==> config.mk <==
export PLATFORM = sky130hd
export DESIGN_NAME = fila_escrita
export DESIGN_NICKNAME = d
export VERILOG_FILES = /design/src/rtl/fila_escrita_pkg.sv /design/src/rtl/fila_escrita_memoria.sv /design/src/rtl/fila_escrita.sv
export SDC_FILE = /design/constraint.sdc
export NUM_CORES = 1
export LEC_CHECK = 0
export BUFFER_PORTS_ARGS = -buffer_cell sky130_fd_sc_hd__clkbuf_2
export CAP_MARGIN = 20
export CORE_AREA = 3 3 189 191
export DETAILED_ROUTE_END_ITERATION = 12
export DIE_AREA = 0 0 192 194
export GPL_TIMING_DRIVEN = 0
export PLACE_DENSITY = 0.85
export SLEW_MARGIN = 20
export SYNTH_ARGS = -nofsm -noshare
export SYNTH_HDL_FRONTEND = slang
export SYNTH_SLANG_ARGS = --single-unit
==> constraint.sdc <==
create_clock -name clk -period 3.35 [get_ports clk]
set_input_delay 0.5025 -clock clk [delete_from_list [all_inputs] [get_ports clk]]
set_output_delay 0.5025 -clock clk [all_outputs]
set_load 0.005 [all_outputs]
==> src/rtl/fila_escrita_pkg.sv <==
// -----------------------------------------------------------------------------
// pacote_hardcore
// Shared definitions for the dedup write-queue slice: default widths, the
// write-queue FSM state type and the packed queue entry layout.
// Ports: none (package).
// -----------------------------------------------------------------------------
package pacote_hardcore;

    localparam int NUM_CLUSTERS = 8;
    localparam int TAM_HASH     = 8;
    localparam int TAM_ENDERECO = 64;
    localparam int TAM_CLUSTER  = $clog2(NUM_CLUSTERS);

    // OCIOSO: nothing in flight. ENVIA: a memory write is being presented.
    typedef enum logic [0:0] {
        OCIOSO = 1'b0,
        ENVIA  = 1'b1
    } estado_t;

    // Entry layout with the default widths; the upper {cluster, hash} part is
    // exactly the memory write data.
    typedef struct packed {
        logic [TAM_CLUSTER-1:0]  cluster;
        logic [TAM_HASH-1:0]     hash;
        logic [TAM_ENDERECO-1:0] endereco;
    } entrada_t;

endpackage

==> src/rtl/fila_escrita_memoria.sv <==
// -----------------------------------------------------------------------------
// memoria_fila
// PROFUNDIDADE x LARGURA register array for the write queue. One synchronous
// write port, one asynchronous read port. Contents are not reset: a slot is
// only ever read after it has been written.
// Ports:
//   clk          in   clock
//   escreve      in   write enable
//   end_escrita  in   write slot index
//   dado_escrita in   write data
//   end_leitura  in   read slot index
//   dado_leitura out  read data (combinational)
// -----------------------------------------------------------------------------
module memoria_fila #(
    parameter int PROFUNDIDADE = 4,
    parameter int LARGURA      = 75
) (
    input  logic                            clk,
    input  logic                            escreve,
    input  logic [$clog2(PROFUNDIDADE)-1:0] end_escrita,
    input  logic [LARGURA-1:0]              dado_escrita,
    input  logic [$clog2(PROFUNDIDADE)-1:0] end_leitura,
    output logic [LARGURA-1:0]              dado_leitura
);

    logic [LARGURA-1:0] celulas [PROFUNDIDADE];

    // Write port: store the pushed entry into its slot.
    always_ff @(posedge clk) begin
        if (escreve) begin
            celulas[end_escrita] <= dado_escrita;
        end
    end

    assign dado_leitura = celulas[end_leitura];

endmodule

==> src/rtl/fila_escrita.sv <==
// -----------------------------------------------------------------------------
// fila_escrita
// Write queue between the dedup core and memory. Buffers {endereco, hash,
// cluster} writes in FIFO order and presents them one at a time on a
// req/ack memory interface, back-to-back while entries remain.
// Ports:
//   clk, rst_n     clock, asynchronous active-low reset
//   escrever       write request from the core
//   endereco       line address
//   hash           second-hash value
//   cluster        priority-encoded cluster index
//   trava          stall to the core (count >= PROFUNDIDADE-1), registered
//   mem_req        memory write request, held until mem_ack
//   mem_endereco   write address
//   mem_dado       write data {cluster, hash}
//   mem_ack        memory accepted the current request
//   erro_perda     sticky: a write was dropped because the queue was full
// Optional (macro FILA_ESCRITA_ESTATISTICAS_EN):
//   total_escritas number of mem_ack handshakes, wrapping
//   ciclos_trava   number of cycles with trava=1, saturating
// -----------------------------------------------------------------------------
module fila_escrita #(
    parameter int PROFUNDIDADE = 4,
    parameter int TAM_ENDERECO = pacote_hardcore::TAM_ENDERECO,
    parameter int TAM_HASH     = pacote_hardcore::TAM_HASH,
    parameter int NUM_CLUSTERS = pacote_hardcore::NUM_CLUSTERS
) (
    input  logic                                     clk,
    input  logic                                     rst_n,
    input  logic                                     escrever,
    input  logic [TAM_ENDERECO-1:0]                  endereco,
    input  logic [TAM_HASH-1:0]                      hash,
    input  logic [$clog2(NUM_CLUSTERS)-1:0]          cluster,
    output logic                                     trava,
    output logic                                     mem_req,
    output logic [TAM_ENDERECO-1:0]                  mem_endereco,
    output logic [$clog2(NUM_CLUSTERS)+TAM_HASH-1:0] mem_dado,
    input  logic                                     mem_ack,
    output logic                                     erro_perda
`ifdef FILA_ESCRITA_ESTATISTICAS_EN
    ,
    output logic [31:0]                              total_escritas,
    output logic [31:0]                              ciclos_trava
`endif
);

    import pacote_hardcore::*;

    localparam int TAM_CLUST   = $clog2(NUM_CLUSTERS);
    localparam int TAM_DADO    = TAM_CLUST + TAM_HASH;
    localparam int TAM_ENTRADA = TAM_DADO + TAM_ENDERECO;
    localparam int TAM_PTR     = $clog2(PROFUNDIDADE);
    localparam int TAM_CONT    = TAM_PTR + 1;

    localparam logic [TAM_CONT-1:0] CONT_ZERO  = {TAM_CONT{1'b0}};
    localparam logic [TAM_CONT-1:0] CONT_UM    = TAM_CONT'(1);
    localparam logic [TAM_CONT-1:0] CONT_CHEIO = TAM_CONT'(PROFUNDIDADE);
    localparam logic [TAM_CONT-1:0] CONT_TRAVA = TAM_CONT'(PROFUNDIDADE - 1);
    localparam logic [TAM_PTR-1:0]  PTR_UM     = TAM_PTR'(1);

    estado_t                 estado_q, estado_d;
    logic [TAM_CONT-1:0]     cont_q, cont_d;
    logic [TAM_PTR-1:0]      ptr_esc_q, ptr_esc_d;
    logic [TAM_PTR-1:0]      ptr_lei_q, ptr_lei_d;
    logic                    mem_req_q, mem_req_d;
    logic [TAM_ENDERECO-1:0] mem_endereco_q, mem_endereco_d;
    logic [TAM_DADO-1:0]     mem_dado_q, mem_dado_d;
    logic                    trava_q, trava_d;
    logic                    erro_perda_q, erro_perda_d;

    logic                    grava_s;
    logic                    descarta_s;
    logic                    retira_s;
    logic                    carrega_s;
    logic [TAM_PTR-1:0]      end_leitura_s;
    logic [TAM_ENTRADA-1:0]  entrada_nova_s;
    logic [TAM_ENTRADA-1:0]  entrada_lida_s;

    assign entrada_nova_s = {cluster, hash, endereco};

    memoria_fila #(
        .PROFUNDIDADE (PROFUNDIDADE),
        .LARGURA      (TAM_ENTRADA)
    ) u_memoria (
        .clk          (clk),
        .escreve      (grava_s),
        .end_escrita  (ptr_esc_q),
        .dado_escrita (entrada_nova_s),
        .end_leitura  (end_leitura_s),
        .dado_leitura (entrada_lida_s)
    );

    // Push acceptance: decided on the count before the edge, so a pop at the
    // same edge never frees room for the push.
    always_comb begin
        grava_s    = 1'b0;
        descarta_s = 1'b0;
        if (escrever) begin
            if (cont_q < CONT_CHEIO) begin
                grava_s = 1'b1;
            end else begin
                descarta_s = 1'b1;
            end
        end else begin
            grava_s    = 1'b0;
            descarta_s = 1'b0;
        end
    end

    // FSM next state. The head stays in storage while it is being sent; it is
    // popped on mem_ack, and the next head (read one slot ahead) is loaded only
    // if entries older than this edge's push remain.
    always_comb begin
        estado_d      = estado_q;
        retira_s      = 1'b0;
        carrega_s     = 1'b0;
        end_leitura_s = ptr_lei_q;
        case (estado_q)
            OCIOSO: begin
                if (cont_q != CONT_ZERO) begin
                    carrega_s = 1'b1;
                    estado_d  = ENVIA;
                end else begin
                    estado_d  = OCIOSO;
                end
            end
            ENVIA: begin
                if (mem_ack) begin
                    retira_s      = 1'b1;
                    end_leitura_s = ptr_lei_q + PTR_UM;
                    if (cont_q > CONT_UM) begin
                        carrega_s = 1'b1;
                        estado_d  = ENVIA;
                    end else begin
                        estado_d  = OCIOSO;
                    end
                end else begin
                    estado_d = ENVIA;
                end
            end
            default: begin
                estado_d = OCIOSO;
            end
        endcase
    end

    // FSM outputs: load the memory-side registers or drop the request.
    always_comb begin
        mem_req_d      = mem_req_q;
        mem_endereco_d = mem_endereco_q;
        mem_dado_d     = mem_dado_q;
        if (carrega_s) begin
            mem_req_d      = 1'b1;
            mem_endereco_d = entrada_lida_s[TAM_ENDERECO-1:0];
            mem_dado_d     = entrada_lida_s[TAM_ENTRADA-1:TAM_ENDERECO];
        end else if (retira_s) begin
            mem_req_d = 1'b0;
        end else begin
            mem_req_d = mem_req_q;
        end
    end

    // Pointers, occupancy, stall and the sticky drop flag.
    always_comb begin
        ptr_esc_d = grava_s  ? (ptr_esc_q + PTR_UM) : ptr_esc_q;
        ptr_lei_d = retira_s ? (ptr_lei_q + PTR_UM) : ptr_lei_q;
        case ({grava_s, retira_s})
            2'b10:   cont_d = cont_q + CONT_UM;
            2'b01:   cont_d = cont_q - CONT_UM;
            default: cont_d = cont_q;
        endcase
        // Registered from the next count so trava has no input-to-output path.
        trava_d      = (cont_d >= CONT_TRAVA);
        erro_perda_d = erro_perda_q | descarta_s;
    end

    // State registers.
    always_ff @(posedge clk or negedge rst_n) begin
        if (!rst_n) begin
            estado_q       <= OCIOSO;
            cont_q         <= CONT_ZERO;
            ptr_esc_q      <= {TAM_PTR{1'b0}};
            ptr_lei_q      <= {TAM_PTR{1'b0}};
            mem_req_q      <= 1'b0;
            mem_endereco_q <= {TAM_ENDERECO{1'b0}};
            mem_dado_q     <= {TAM_DADO{1'b0}};
            trava_q        <= 1'b0;
            erro_perda_q   <= 1'b0;
        end else begin
            estado_q       <= estado_d;
            cont_q         <= cont_d;
            ptr_esc_q      <= ptr_esc_d;
            ptr_lei_q      <= ptr_lei_d;
            mem_req_q      <= mem_req_d;
            mem_endereco_q <= mem_endereco_d;
            mem_dado_q     <= mem_dado_d;
            trava_q        <= trava_d;
            erro_perda_q   <= erro_perda_d;
        end
    end

    assign trava        = trava_q;
    assign mem_req      = mem_req_q;
    assign mem_endereco = mem_endereco_q;
    assign mem_dado     = mem_dado_q;
    assign erro_perda   = erro_perda_q;

`ifdef FILA_ESCRITA_ESTATISTICAS_EN
    logic [31:0] total_escritas_q, total_escritas_d;
    logic [31:0] ciclos_trava_q, ciclos_trava_d;

    // Statistics: handshakes wrap, stall cycles saturate.
    always_comb begin
        total_escritas_d = retira_s ? (total_escritas_q + 32'd1) : total_escritas_q;
        if (trava_q && (ciclos_trava_q != 32'hFFFF_FFFF)) begin
            ciclos_trava_d = ciclos_trava_q + 32'd1;
        end else begin
            ciclos_trava_d = ciclos_trava_q;
        end
    end

    // Statistics registers.
    always_ff @(posedge clk or negedge rst_n) begin
        if (!rst_n) begin
            total_escritas_q <= 32'd0;
            ciclos_trava_q   <= 32'd0;
        end else begin
            total_escritas_q <= total_escritas_d;
            ciclos_trava_q   <= ciclos_trava_d;
        end
    end

    assign total_escritas = total_escritas_q;
    assign ciclos_trava   = ciclos_trava_q;
`endif

endmodule

# Word-level counts from Yosys, hierarchy flattened
# Memories as Yosys holds them, arrays and structs flattened. A register that Yosys moved wholly into a read port is not among the register bits.
# Cells that the tools add are included.
# classes
n_addsub	4
n_lt_le_gt_ge	3
eq_ne	2
muxes	19
n_bitwise	2
n_reduce_logical	3
# op_table
op	count
$mux W1	14
$pmux W3 S2	1
$add A2 B1 Y2 const B	2
$mux W2	2
$pmux W1 S2	2
$add A3 B1 Y3 const B	1
$ge A3 B2 Y1 const B	1
$gt A3 B1 Y1 const B	1
$lt A3 B3 Y1 const B	1
$reduce_bool A3 Y1	1
$sub A3 B1 Y3 const B	1
$eq A2 B1 Y1 const B	1
$eq A2 B2 Y1 const B	1
$reduce_bool A2 Y1	1
$logic_not A1 Y1	1
$not A1 Y1	1
$or A1 B1 Y1	1
# totals
register_bits	11
ramBits	300
input_bits	79
elab_cells	41
memories	1
# memory_table
name	depth	width	rd	rd_ports_with_merged_regs	write_ports	line_no	source
u_memoria.celulas	4	75	1	1	1	fila_escrita_memoria.sv:26	logic [LARGURA-1:0] celulas [PROFUNDIDADE];

# Logic depth before layout (Yosys ltp)
# depth
word_depth	6
mapped_depth	10
ltp_nobuf	7

# Modules after synthesis
# A second synthesis with hierarchy kept.
# unflattened
hier_cells	608
hier_area_um2	14224.9
# modules_own_cells
mod	instances	cells_each	area_each_um2	seq_area_each_um2
memoria_fila	1	395	10849.2	9008.6
fila_escrita	1	213	3375.7	2152.1

# Worst setup path after synthesis
# Ideal clock, no wire load.
# synth_path
path_kind	input -> register
startpoint	input escrever
endpoint	memory u_memoria.celulas[0][0] (enable)
setup_ps	441
t_arrival_ps	2656
required_ps	2909
slack_ps	252
path_stages	3
n_path_buf	1
path_cell_list	nor2b_1 > clkbuf_1 > and2_1
# synth_via
elab_chain_cells	3
# synth_lines
item	line_no	source
start: declaration	fila_escrita.sv:30	input logic escrever,
$mux W1	fila_escrita.sv:98	if (escrever) begin
net grava_s	fila_escrita.sv:71	logic grava_s;
$mux W1	fila_escrita_memoria.sv:30	if (escreve) begin
$mux W1 (implied by the code)	fila_escrita_memoria.sv:31	celulas[end_escrita] <= dado_escrita;
end: declaration	fila_escrita_memoria.sv:26	
# The timed path passes the listed nets, and every way through them passes these cells.

# Worst setup path in the final report
# layout_path
startpoint	register cont_q[1]
endpoint	register mem_endereco_q[47] (netlist: mem_endereco[47]), read port of u_memoria.celulas
# layout_via
elab_chain_cells	4
elab_cells_between_ends	6
cone_classes	1 x order compare; 4 x mux; 1 x reduce/logical
# layout_lines
item	line_no	source
start: declaration	fila_escrita.sv:62	logic [TAM_CONT-1:0] cont_q, cont_d;
start signal: assignment	fila_escrita.sv:191	cont_q <= cont_d;
$gt A3 B1 Y1	fila_escrita.sv:131	if (cont_q > CONT_UM) begin
$mux W1	fila_escrita.sv:131	
$mux W1	fila_escrita.sv:128	if (mem_ack) begin
$pmux W1 S2 (*)	fila_escrita.sv:118	case (estado_q)
end: declaration	fila_escrita.sv:66	logic [TAM_ENDERECO-1:0] mem_endereco_q, mem_endereco_d;
# Every way passes the cells marked *; elsewhere a longest branch is shown, timed or not.
# A chain may end at the register's enable or synchronous reset.

==> out/qor.yml <==
grt_max_degree: 47
synth.net_count: 1488
grt_usage_pct: 27.7
dp_hpwl_mm: 33.8
cts_buffer_depth: 3
path_cells: "inv_1 -> ha_1 -> o21ba_2 -> o21ai_0 -> a2bb2oi_2 -> buf_2 -> buf_2 -> mux2_2"
drtIter0Drc: 1818
die_w_um: 192
io_buffers: 155
power.leakage_nw: 8.21
synth_enable_flop_cells: 300
pwr_density_cell_mw_per_mm2: 913
critical_path.startpoint: "cont_q[1]$_DFF_PN0_"
worst_pin_slew_ns: 0.705
report.final.slew_viol_count: 0
crit_path_end_kind: "register"
postCtsSetupBuffers: 0
path_clk_slew_ns: 0.06
clock_latency_ns: 0.52
path_max_fanout: 10
initial_core_util_pct: 54.7
fin_crit_sh_pct: 82.3
cts-root-buf: "clkbuf_16"
fin_skew_ns: 0.00867
drt-wirelength-per-cell_um: 25.4
io_pins: 157
drive_above_1_share_pct: 27.4
critPathArrivalTime_ns: 3.16
synth.most_common_cell: "edfxtp_1"
crit_type: "register to register"
nNetsFinal: 1693
grt_pass1_wl_mm: 80.2
setup_ws_ns: 0.594
finalHoldViolCount: 0
synth_top_flop_cell: "edfxtp_1"
dpl_cell_area_mm2: 0.0203
remaining_drc_errors: 0
netlist_area_mm2: 0.0188
synth_compound_area_share_pct: 12.4
fillCellCount: 2491
design.core.area_mm2: 0.0343
avgSynthCellArea_um2: 13.4
ys_types: 40
slew-limit-headroom_pct: 53.0
design_area_mm2: 0.0216
cts.sinks: 386
place.gp.congestion: 0.824
crit_path_end: "mem_endereco[47]$_DFFE_PN0P_"
vias_per_cell: 6.73
r2r_end: "mem_endereco[47]$_DFFE_PN0P_"
grt_pass1_vias: 14200
synth_area_leaders: "edfxtp_1, dfrtp_1, mux2_2"
gr-total-overflow: 0
synth_top_cell_by_area: "edfxtp_1"
synthArstFlopShare_pct: 22.3
fin_crit_ns: 2.76
outcome: "finished clean"
synth_top_family_by_area: "multiplexers"
crit_top_cell: "buf_2"
synthTopCellsByCount: "edfxtp_1, mux2_2, dfrtp_1"
netlist_instances: 1399
yosys.area_share.simple_pct: 10.4
hp-class: "primary input to register"
setup_violations: 0
antenna_found_initial: 8
rsz0062_at_grt: "no"
multi_input_area_mm2: 0.00692
cts_tree: "yes"
cts_max_level: 2
via_count: 14100
die_h_um: 194
r2r_cells: 8
yosysSeqAreaShare_pct: 59.5
synthAdderAreaFrac_pct: 0.667
synth_warnings: 0
cpPeakStageDelay_ns: 0.45
rows: 68
worstPathRequired_ns: 3.75
timing.fmax_ghz: 0.363
irDropWorstVdd_v: 0.000615
synth.mux.area_fraction_pct: 13.2
start_kind: "register"
drv_cap: 0
postRouteAntennaNets: 0
die-area_mm2: 0.0372
cp_slowest_cell: "a2bb2oi_2"
synth_top_area_share_pct: 48.0
ys_ff_latch: 386
syn_to_final_growth_pct: 15.3
drt-total-wl_mm: 53.1
pre_cts_ws_ns: 0.647
synth-xor-area-share_pct: 0.140
reg2reg_slack_ns: 0.59
seqCellArea_mm2: 0.0112
regToRegStartpoint: "cont_q[1]$_DFF_PN0_"
numCtsBuffers: 40
drt_first_pass_iters: 6
cells in the final DEF, fill, tap and decap left out, types with 56 or more instances in the layout:
| cell type | instances |
|---|---|
| o21ai_0 | 77 |
| o311ai_1 | 56 |
| clkbuf_2 | 154 |
| o221ai_1 | 74 |
| and3_1 | 73 |
| clkbuf_1 | 73 |
| edfxtp_1 | 300 |
| nor2b_1 | 75 |
| nor2_1 | 75 |
| a21boi_0 | 73 |
| nand4b_1 | 73 |
| dfrtp_1 | 86 |
| buf_2 | 61 |
| mux2_2 | 149 |
| mux2i_1 | 78 |
power by group:
| group | total (mW) | leakage [nW] | switching (mW) | internal, mW |
|---|---|---|---|---|
| Combinational | 8.21 | 3.79 | 4.80 | 3.41 |
| Clock | 4.48 | 0.646 | 1.79 | 2.69 |
| Sequential | 7.06 | 3.77 | 0.587 | 6.48 |
state kept, by name, indices dropped and copies added (netlist names):
signal             cells
mem_req                1
ptr_lei_q              2
estado_q               1
u_memoria.celulas    300
mem_dado              11
cont_q                 3
mem_endereco          64
erro_perda             1
ptr_esc_q              2
trava                  1
metal layers:
layer	wire length, µm	track usage, %	vias to the layer above
li1	-	-	5938
met2	25900	45.8	979
met3	5900	5.91	181
met1	19300	35.6	6962
met5	71	0	-
met4	1970	11.3	10
critical path, delay by kind of cell, from the launching register on:
kind	cells	cell delay [ns]
flops	1	0.40
mux	1	0.37
compound gates	3	0.78
buf+inv	3	0.92
fa+ha+maj	1	0.18
through the flow:
| step | TNS (ns) | hold slack [ns] | instances | utilization (%) | total power [mW] |
|---|---|---|---|---|---|
| 4_1_cts | 0 | 0.178 | 2089 | 63.1 | 19.7 |
| 5_1_grt | 0 | 0.185 | 2092 | 63.1 | 20.6 |
| 3_3_place_gp | -392.36 | 0.444 | 2009 | 58.6 | 14.8 |
| 2_1_floorplan | 0 | 0.207 | 1399 | - | 12.2 |
| 3_5_place_dp | 0 | 0.450 | 2016 | 59.2 | 15.2 |
| 6_report | 0 | 0.197 | 2092 | 63.1 | 19.8 |
kinds of logic (layout without fill, tap and decap cells):
| logic type | count (synthesis) | in the layout |
|---|---|---|
| flops | 386 | 386 |
| simple gates | 311 | 311 |
| mux | 228 | 228 |
| xor+xnor | 3 | 3 |
| other cells | 0 | 3 |
| buf+inv | 152 | 387 |
| fa+ha+maj | 10 | 10 |
| compound gates | 309 | 309 |
how the worst min path moves through the flow:
stage	start	endpoint	slack [ns]	cells past startpoint
CTS	endereco[44]	u_memoria.celulas[3][44]$_DFFE_PP_	0.18	1
detailed placement	rst_n	mem_endereco[8]$_DFFE_PN0P_	0.45	1
global route	endereco[46]	u_memoria.celulas[3][46]$_DFFE_PP_	0.19	1
floorplan	rst_n	cont_q[0]$_DFF_PN0_	0.21	0
finish	endereco[44]	u_memoria.celulas[3][44]$_DFFE_PP_	0.20	1
global placement	erro_perda$_DFF_PN0_	erro_perda$_DFF_PN0_	0.44	1
timing repair:
item	in CTS	in global routing
gates resized for setup	0	0
setup endpoints to repair	0	0
endpoints found under the hold margin	40	0
hold buffers	1	0
final cells by class:
cell class | count | share of cell area (%)
Sequential cell | 386 | 51.6
Multi-Input combinational cell | 861 | 32.0
Clock buffer | 59 | 5.33
Timing Repair Buffer | 163 | 4.43
Buffer | 141 | 3.03
Tap cell | 455 | 2.63
Clock inverter | 13 | 0.781
Inverter | 11 | 0.191
Antenna cell | 3 | 0.0347
Note: power is estimated with default switching activity, not from simulation.
